===== src/rtl/alu_cmd_issuer.sv =====
// alu_cmd_issuer: drives commands onto a purely combinational ripple ALU.
// A command is accepted over valid/ready. Its operands are held on the ALU for
// SETTLE cycles, the result is sampled, and it is returned through a small
// result FIFO. An illegal op never reaches the ALU: it is answered at once with
// data 0 and the illegal flag set. At most one command is in flight, and a
// command is accepted only when the FIFO has a free slot. This guarantees that
// every capture can push.
module alu_cmd_issuer #(
  parameter int WIDTH  = 4,
  parameter int SETTLE = 2,
  parameter int DEPTH  = 2
) (
  input  logic             clk,
  input  logic             rst_n,
  input  logic             cmd_valid,
  output logic             cmd_ready,
  input  logic [2:0]       cmd_op,
  input  logic [WIDTH-1:0] cmd_a,
  input  logic [WIDTH-1:0] cmd_b,
  output logic [WIDTH-1:0] alu_a,
  output logic [WIDTH-1:0] alu_b,
  output logic [2:0]       alu_signal,
  input  logic [WIDTH-1:0] alu_out,
  output logic             rsp_valid,
  input  logic             rsp_ready,
  output logic [WIDTH-1:0] rsp_data,
  output logic [2:0]       rsp_op,
  output logic             rsp_illegal,
  output logic             busy
);

  localparam int PTR_W = (DEPTH > 1) ? $clog2(DEPTH) : 1;

  localparam logic [3:0]       SETTLE_C  = 4'(SETTLE);
  localparam logic [PTR_W:0]   DEPTH_C   = (PTR_W + 1)'(DEPTH);
  localparam logic [PTR_W:0]   CNT_ONE   = (PTR_W + 1)'(1);
  localparam logic [PTR_W-1:0] PTR_ONE   = PTR_W'(1);

  // Elaboration-time guard on the parameter ranges.
  generate
    if (SETTLE < 1 || SETTLE > 15) begin : g_bad_settle
      $error("alu_cmd_issuer: SETTLE must be in 1..15");
    end
    if (DEPTH < 2 || (DEPTH & (DEPTH - 1)) != 0) begin : g_bad_depth
      $error("alu_cmd_issuer: DEPTH must be a power of two >= 2");
    end
  endgenerate

  typedef enum logic [1:0] {
    S_IDLE    = 2'd0,
    S_DRIVE   = 2'd1,
    S_CAPTURE = 2'd2
  } state_t;

  state_t           r_state;
  logic [3:0]       r_cnt;
  logic [WIDTH-1:0] r_alu_a;
  logic [WIDTH-1:0] r_alu_b;
  logic [2:0]       r_alu_op;
  logic [WIDTH-1:0] r_cap_data;
  logic [2:0]       r_cap_op;
  logic             r_cap_illegal;

  logic [WIDTH-1:0] r_mem_data    [DEPTH];
  logic [2:0]       r_mem_op      [DEPTH];
  logic             r_mem_illegal [DEPTH];
  logic [PTR_W-1:0] r_wr_ptr;
  logic [PTR_W-1:0] r_rd_ptr;
  logic [PTR_W:0]   r_count;

  logic w_legal;
  logic w_accept;
  logic w_push;
  logic w_pop;
  logic w_full;
  logic w_empty;

  // Only five op codes exist on the ALU. The remaining codes are answered
  // without driving it.
  assign w_legal  = (cmd_op == 3'b000) || (cmd_op == 3'b001) || (cmd_op == 3'b010) ||
                    (cmd_op == 3'b110) || (cmd_op == 3'b111);

  assign w_full   = (r_count == DEPTH_C);
  assign w_empty  = (r_count == '0);

  // Ready depends only on the state and the FIFO occupancy. It never looks at
  // cmd_valid.
  assign cmd_ready = (r_state == S_IDLE) && !w_full;
  assign w_accept  = cmd_valid && cmd_ready;
  assign w_push    = (r_state == S_CAPTURE);
  assign w_pop     = !w_empty && rsp_ready;

  assign busy       = (r_state != S_IDLE);
  assign alu_a      = r_alu_a;
  assign alu_b      = r_alu_b;
  assign alu_signal = r_alu_op;

  // FSM: latch the command, hold the ALU inputs for SETTLE cycles, sample the
  // result, then hand it to the FIFO.
  // NOTE: sequential state uses non-blocking (<=) so every register sees
  // pre-edge values; blocking here would create order-dependent simulation races.
  always_ff @(posedge clk or negedge rst_n) begin
    if (!rst_n) begin
      r_state       <= S_IDLE;
      r_cnt         <= '0;
      r_alu_a       <= '0;
      r_alu_b       <= '0;
      r_alu_op      <= '0;
      r_cap_data    <= '0;
      r_cap_op      <= '0;
      r_cap_illegal <= 1'b0;
    end else begin
      case (r_state)
        S_IDLE: begin
          if (w_accept) begin
            r_cap_op <= cmd_op;
            if (w_legal) begin
              r_alu_a       <= cmd_a;
              r_alu_b       <= cmd_b;
              r_alu_op      <= cmd_op;
              r_cnt         <= SETTLE_C;
              r_cap_illegal <= 1'b0;
              r_state       <= S_DRIVE;
            end else begin
              r_cap_data    <= '0;
              r_cap_illegal <= 1'b1;
              r_state       <= S_CAPTURE;
            end
          end
        end
        S_DRIVE: begin
          if (r_cnt == 4'd1) begin
            r_cap_data <= alu_out;
            r_cnt      <= '0;
            r_state    <= S_CAPTURE;
          end else begin
            r_cnt <= r_cnt - 4'd1;
          end
        end
        S_CAPTURE: begin
          // Operands stay on the ALU through CAPTURE and are released on exit.
          r_alu_a  <= '0;
          r_alu_b  <= '0;
          r_alu_op <= '0;
          r_state  <= S_IDLE;
        end
        default: begin
          r_state <= S_IDLE;
        end
      endcase
    end
  end

  // FIFO bookkeeping: pointers wrap naturally because DEPTH is a power of two.
  always_ff @(posedge clk or negedge rst_n) begin
    if (!rst_n) begin
      r_wr_ptr <= '0;
      r_rd_ptr <= '0;
      r_count  <= '0;
    end else begin
      if (w_push) begin
        r_wr_ptr <= r_wr_ptr + PTR_ONE;
      end
      if (w_pop) begin
        r_rd_ptr <= r_rd_ptr + PTR_ONE;
      end
      if (w_push && !w_pop) begin
        r_count <= r_count + CNT_ONE;
      end else if (!w_push && w_pop) begin
        r_count <= r_count - CNT_ONE;
      end
    end
  end

  // FIFO storage: write the captured entry at the write pointer.
  // NOTE: storage is deliberately not reset. Entries are only observed through
  // the count, so a flushed FIFO never exposes stale contents.
  always_ff @(posedge clk) begin
    if (w_push) begin
      r_mem_data[r_wr_ptr]    <= r_cap_data;
      r_mem_op[r_wr_ptr]      <= r_cap_op;
      r_mem_illegal[r_wr_ptr] <= r_cap_illegal;
    end
  end

  // The head entry is visible only while the FIFO holds something. Otherwise
  // the response fields are forced to 0.
  assign rsp_valid   = !w_empty;
  assign rsp_data    = w_empty ? '0   : r_mem_data[r_rd_ptr];
  assign rsp_op      = w_empty ? 3'b0 : r_mem_op[r_rd_ptr];
  assign rsp_illegal = w_empty ? 1'b0 : r_mem_illegal[r_rd_ptr];

endmodule


===== config.mk =====
export PLATFORM = sky130hd
export DESIGN_NAME = alu_cmd_issuer
export DESIGN_NICKNAME = d
export VERILOG_FILES = /design/src/rtl/alu_cmd_issuer.sv
export SDC_FILE = /design/constraint.sdc
export NUM_CORES = 1
export LEC_CHECK = 0
export BUFFER_PORTS_ARGS = -buffer_cell sky130_fd_sc_hd__buf_2
export CELL_PAD_IN_SITES_DETAIL_PLACEMENT = 1
export CELL_PAD_IN_SITES_GLOBAL_PLACEMENT = 2
export CORE_MARGIN = 2
export CORE_UTILIZATION = 37
export CTS_CLUSTER_SIZE = 28
export DETAILED_ROUTE_END_ITERATION = 12
export MAX_ROUTING_LAYER = met4
export PLACE_DENSITY_LB_ADDON = 0.15
export SLEW_MARGIN = 20
export SYNTH_ARGS = -nofsm -noshare
export SYNTH_HDL_FRONTEND = slang
export SYNTH_SLANG_ARGS = --single-unit

===== constraint.sdc =====
create_clock -name clk -period 3 [get_ports clk]
set_input_delay 0.3 -clock clk [delete_from_list [all_inputs] [get_ports clk]]
set_output_delay 0.3 -clock clk [all_outputs]
set_load 0.02 [all_outputs]

== Word level (Yosys, flattened, before mapping) ==
Memory sizes are Yosys's and may differ from the RTL's.
Index checks and enable logic that the tools add are counted.
Storage, ports and cells
  memories kept: 3
  output and inout port bits: 22
  input bits: 19
  logic and storage cells: 85
  memory bits (writable): 16
  bits in registers: 29
Operators by class
  mux-type cells: 29
  reduce and logical (&&, ||, !) cells: 25
  $add $sub $neg: 5
  eq/ne operators: 12
Memories
  r_mem_data: depth 2, bits a word 4, read ports 1, clocked after Yosys merged registers in 0, wr ports 1, RTL line 64  | logic [WIDTH-1:0] r_mem_data [DEPTH];
  r_mem_op: depth 2, bits a word 3, read ports 1, clocked after Yosys merged registers in 0, wr ports 1, RTL line 65  | logic [2:0] r_mem_op [DEPTH];
  r_mem_illegal: depth 2, bits a word 1, read ports 1, clocked after Yosys merged registers in 0, wr ports 1, RTL line 66  | logic r_mem_illegal [DEPTH];
Operators with widths (count)
  $mux 4: 11
  $pmux 4 s2: 4
  $mux 2: 5
  $mux 3: 3
  $ne 2x2->1 const B: 4
  $reduce_bool 2->1: 4
  $eq 3x3->1 const B: 2
  $pmux 3 s2: 1
  $reduce_and 3->1: 2
  $logic_and 1x1->1: 5
  $eq 2x2->1 const B: 2
  $eq 4x1->1 const B: 1
  $logic_not 1->1: 4
  $logic_not 2->1: 2
  $logic_or 1x1->1: 4
  $mux 1: 4
  $pmux 2 s2: 1
  $reduce_and 2->1: 2
  $reduce_and 4->1: 1
  $sub 4x1->4 const B: 1
  $eq 3x1->1 const B: 1
  $eq 3x2->1 const B: 1
  $logic_not 3->1: 1
  $add 1x1->1 const B: 2
  3 further kinds: 3

== Depth between registers and ports, before layout ==
  word-level depth: 8
  mapped depth: 7
  gate-level depth less buffers: 7

== Least setup slack after synthesis ==
Ideal clock, no wire load.
  kind: reg-to-reg
  from: register r_count[0]
  to: register r_count[1]
  path slack: 1.288 ns
  arrival: 1.587 ns
  buffers on the path: 0
  setup time: 0.125 ns
  required time: 2.875 ns
  cell stages (with the launch flop): 8
  period minus slack after synthesis: 1.712 ns
  cells stage by stage: dfrtp_1 -> nor2_1 -> inv_1 -> nand2_1 -> ha_1 -> xor2_1 -> nor2_1 -> xor2_1
On the way
  cells in the longest elaborated chain, start to end: 6
  elaborated cells on any way between the ends: 11
  classes of those cells: add/sub: 2; mux: 2; reduce/logical: 7
Ends and longest elaborated chain
  start: declaration: RTL line 69  | logic [PTR_W:0] r_count;
  start signal: assignment: RTL line 168  | r_count <= r_count + CNT_ONE;
  start signal: assignment: RTL line 170  | r_count <= r_count - CNT_ONE;
  $logic_not 2->1 (*): RTL line 84  | assign w_empty = (r_count == '0);
  $logic_not 1->1 (*)
  net rsp_valid: RTL line 24  | output logic rsp_valid,
  $logic_and 1x1->1 (*): RTL line 91  | assign w_pop = !w_empty && rsp_ready;
  $logic_not 1->1: RTL line 167  | if (w_push && !w_pop) begin
  $logic_and 1x1->1: RTL line 167
  $mux 2 / $reduce_bool 2->1 (equally long branches)
Mark *: on every way through the listed nets, which the timed path passes. The rest lies on a longest branch. The select of a mux whose other input is x is not followed.
A chain may end at the register's enable or synchronous reset.

== Worst setup path after layout ==
  from: register r_count[0]
  to: output rsp_valid
On the way
  cells in the longest elaborated chain, start to end: 2
Ends and longest elaborated chain
  $logic_not 2->1: RTL line 84
  $logic_not 1->1: RTL line 188  | assign rsp_valid = !w_empty;
  end: declaration: RTL line 24
Every way passes these cells.

==> results.json <==
{
  "status": "complete, no violations",
  "period_share_pct": 60.7,
  "synth_top_family_by_area": "compound AO/OA/AOI/OAI gates",
  "max_freq_mhz": 549,
  "numCtsBuffers": 5,
  "crit_path_start_kind": "register",
  "slew_headroom_pct": 54.8,
  "utilization_pct": 45.4,
  "multi_input_area_um2": 681,
  "post-synth-top-area-cell": "dfrtp_1",
  "finalHoldViolCount": 0,
  "synth_compound_area_share_pct": 11.3,
  "drt_iter0_markers": 66,
  "powerDensity_nw_per_um2": 1100,
  "syn_area_per_cell_um2": 11.9,
  "syn_area_um2": 1960,
  "whs_ns": 0.0363,
  "die_h_um": 76.7,
  "vias": 1379,
  "dp_slack_ns": 1.13,
  "area_growth_pct": 18.4,
  "synth_ff_type": "dfrtp_1",
  "dieArea_um2": 5890,
  "reg2regPathDepth": 7,
  "synthDistinctLibCells": 31,
  "async_reset_ff_share_pct": 64.4,
  "synthSimpleGateAreaFrac_pct": 11.2,
  "setup_viol": 0,
  "die_x_um": 76.7,
  "clock_latency_ns": 0.29,
  "antenna_found_initial": 0,
  "gp_congestion": 0.750,
  "port_buffers": 40,
  "grt-ovfl-total": 0,
  "cts_buffer_depth": 2,
  "yosysWarnings": 0,
  "synth_nets": 187,
  "yosysMostFrequentCell": "dfrtp_1",
  "nFillCells": 600,
  "grt_pass1_vias": 1489,
  "worstPathArrival_ns": 1.52,
  "tns_ns": 0,
  "pin_count": 41,
  "clock_skew_ns": 0.00381,
  "path_max_fanout": 9,
  "setup_ws_ns": 1.18,
  "cts_resized": 0,
  "vias_per_cell": 4.94,
  "ys_seq_area_share_pct": 61.6,
  "hpwlAfterDp_um": 3240,
  "ys_ff_latch": 45,
  "fin_crit_ns": 1.82,
  "synth_edf_count": 16,
  "grt_usage_pct": 16.1,
  "drt-total-wl_um": 4300,
  "seq_area_um2": 1210,
  "synth.top_cell.area_share_pct": 37.1,
  "synthXorXnorAreaFrac_pct": 2.24,
  "synthMuxAreaShare_pct": 7.86,
  "holdBufCountCts": 0,
  "fin_nets": 230,
  "drv_cap": 0,
  "initial_core_util_pct": 38.3,
  "cts_setup_buffers": 0,
  "drive_gt1_share_pct": 27.3,
  "clkTransAtPathRegs_ns": 0.08,
  "power.leakage_nw": 1.04,
  "tightest_slew_ns": 0.678,
  "rows": 26,
  "ant_nets": 0,
  "cts-root-buf": "clkbuf_8",
  "num_antenna_cells": 0,
  "synthAdderAreaFrac_pct": 1.92,
  "vdd_drop_max_uv": 419,
  "wl_per_cell_um": 15.4,
  "maxSlewViolCount": 0,
  "cts.sinks": 45,
  "drc_errors": 0,
  "drtPass1Iterations": 4,
  "rsz0062_at_grt": "no",
  "cp.required_ns": 2.70,
  "cts_tree": "yes",
  "cts_max_level": 2,
  "end_kind": "output pin",
  "ys_top_cells_by_count": "dfrtp_1 (29), edfxtp_1 (16), a21oi_1 (15), nor2_1 (15), o21ai_0 (13)",
  "synth.area.top_cells": "dfrtp_1 (37%), edfxtp_1 (25%), mux2i_1 (6.1%)",
  "min_path_type": "in -> async",
  "grt_pass1_wl_um": 7250,
  "synth_cells": 165,
  "grt_max_degree": 30,
  "core-area_um2": 5110,
  "crit_type": "reg -> out"
}
## final timing paths
kind,startpoint,to,slack (ns)
worst max-delay path,r_count[0],rsp_valid,1.18
worst min register to register,r_cap_op[1],r_mem_op[1][1],0.48
max in group asynchronous,rst_n,r_state[1],2.53
worst max register to register,r_count[0],r_count[1],1.20
worst min-delay path,rst_n,alu_a[2],0.04
min in group clk,alu_out[0],r_cap_data[0],0.24
## worst max-delay path, stage by stage (launching register included)
cell and delay [ns]:
dfrtp_1 0.44, nor2_1 0.46, inv_1 0.14, buf_2 0.19
## per-layer routing
layer	track usage [%]	part of all wire (%)	wire, um	vias to the layer above
met1	18.5	42	1800	681
met5	-	0	0	-
met2	27.8	52	2240	32
met3	4.35	4.8	206	5
li1	-	-	-	661
met4	4.36	1.0	43	0
## power breakdown
part	switching, W	leakage, nW	internal, W
registers	0.000184	0.515	0.000913
clock network	0.000200	0.0450	0.000162
logic	0.000671	0.481	0.000426
## sequential cells by signal, indices dropped and copies added, names as in the netlist, 2 cells and up
name and flops:
r_state 2, r_mem_illegal 2, alu_signal 3, r_cap_op 3, r_mem_op 6, r_mem_data 8, alu_a 4, alu_b 4
r_cap_data 4, r_count 2, r_cnt 4
## cell usage in the layout, fill, tap and decap left out, types with 6 or more instances in the layout
cell	netlist	final
dfrtp_1	29	29
edfxtp_1	16	16
o21ai_0	13	13
nand2_1	6	6
nand3_1	12	12
nor2_1	15	15
a21oi_1	15	15
buf_2	3	40
mux2i_1	12	12
inv_1	10	10
## logic make-up (layout without fill, tap and decap cells)
logic type	Yosys count	count (layout)
DFF	45	45
AOI/OAI and AO/OA	36	36
xor gates and xnor gates	5	5
muxes	15	15
and+or+nand+nor	44	44
buffers and inverters	17	61
adders and majority gates	3	3
## metrics by stage
step / total power, W / cell area (um^2) / instances
final: 0.00255 / 2320 / 279
after global routing: 0.00275 / 2320 / 279
after CTS: 0.00260 / 2310 / 279
after detailed placement: 0.00223 / 2230 / 271
after global placement: 0.00217 / 2230 / 271
after floorplan: 0.00186 / 1960 / 165
## layout make-up
cell class	instances	share of cell area [%]
Clock buffer	6	3.13
Clock inverter	2	0.432
Inverter	10	1.62
Multi-Input combinational cell	103	29.4
Sequential cell	45	52.1
Tap cell	70	3.78
Timing Repair Buffer	43	9.61
Note: power is estimated with default switching activity, not from simulation.
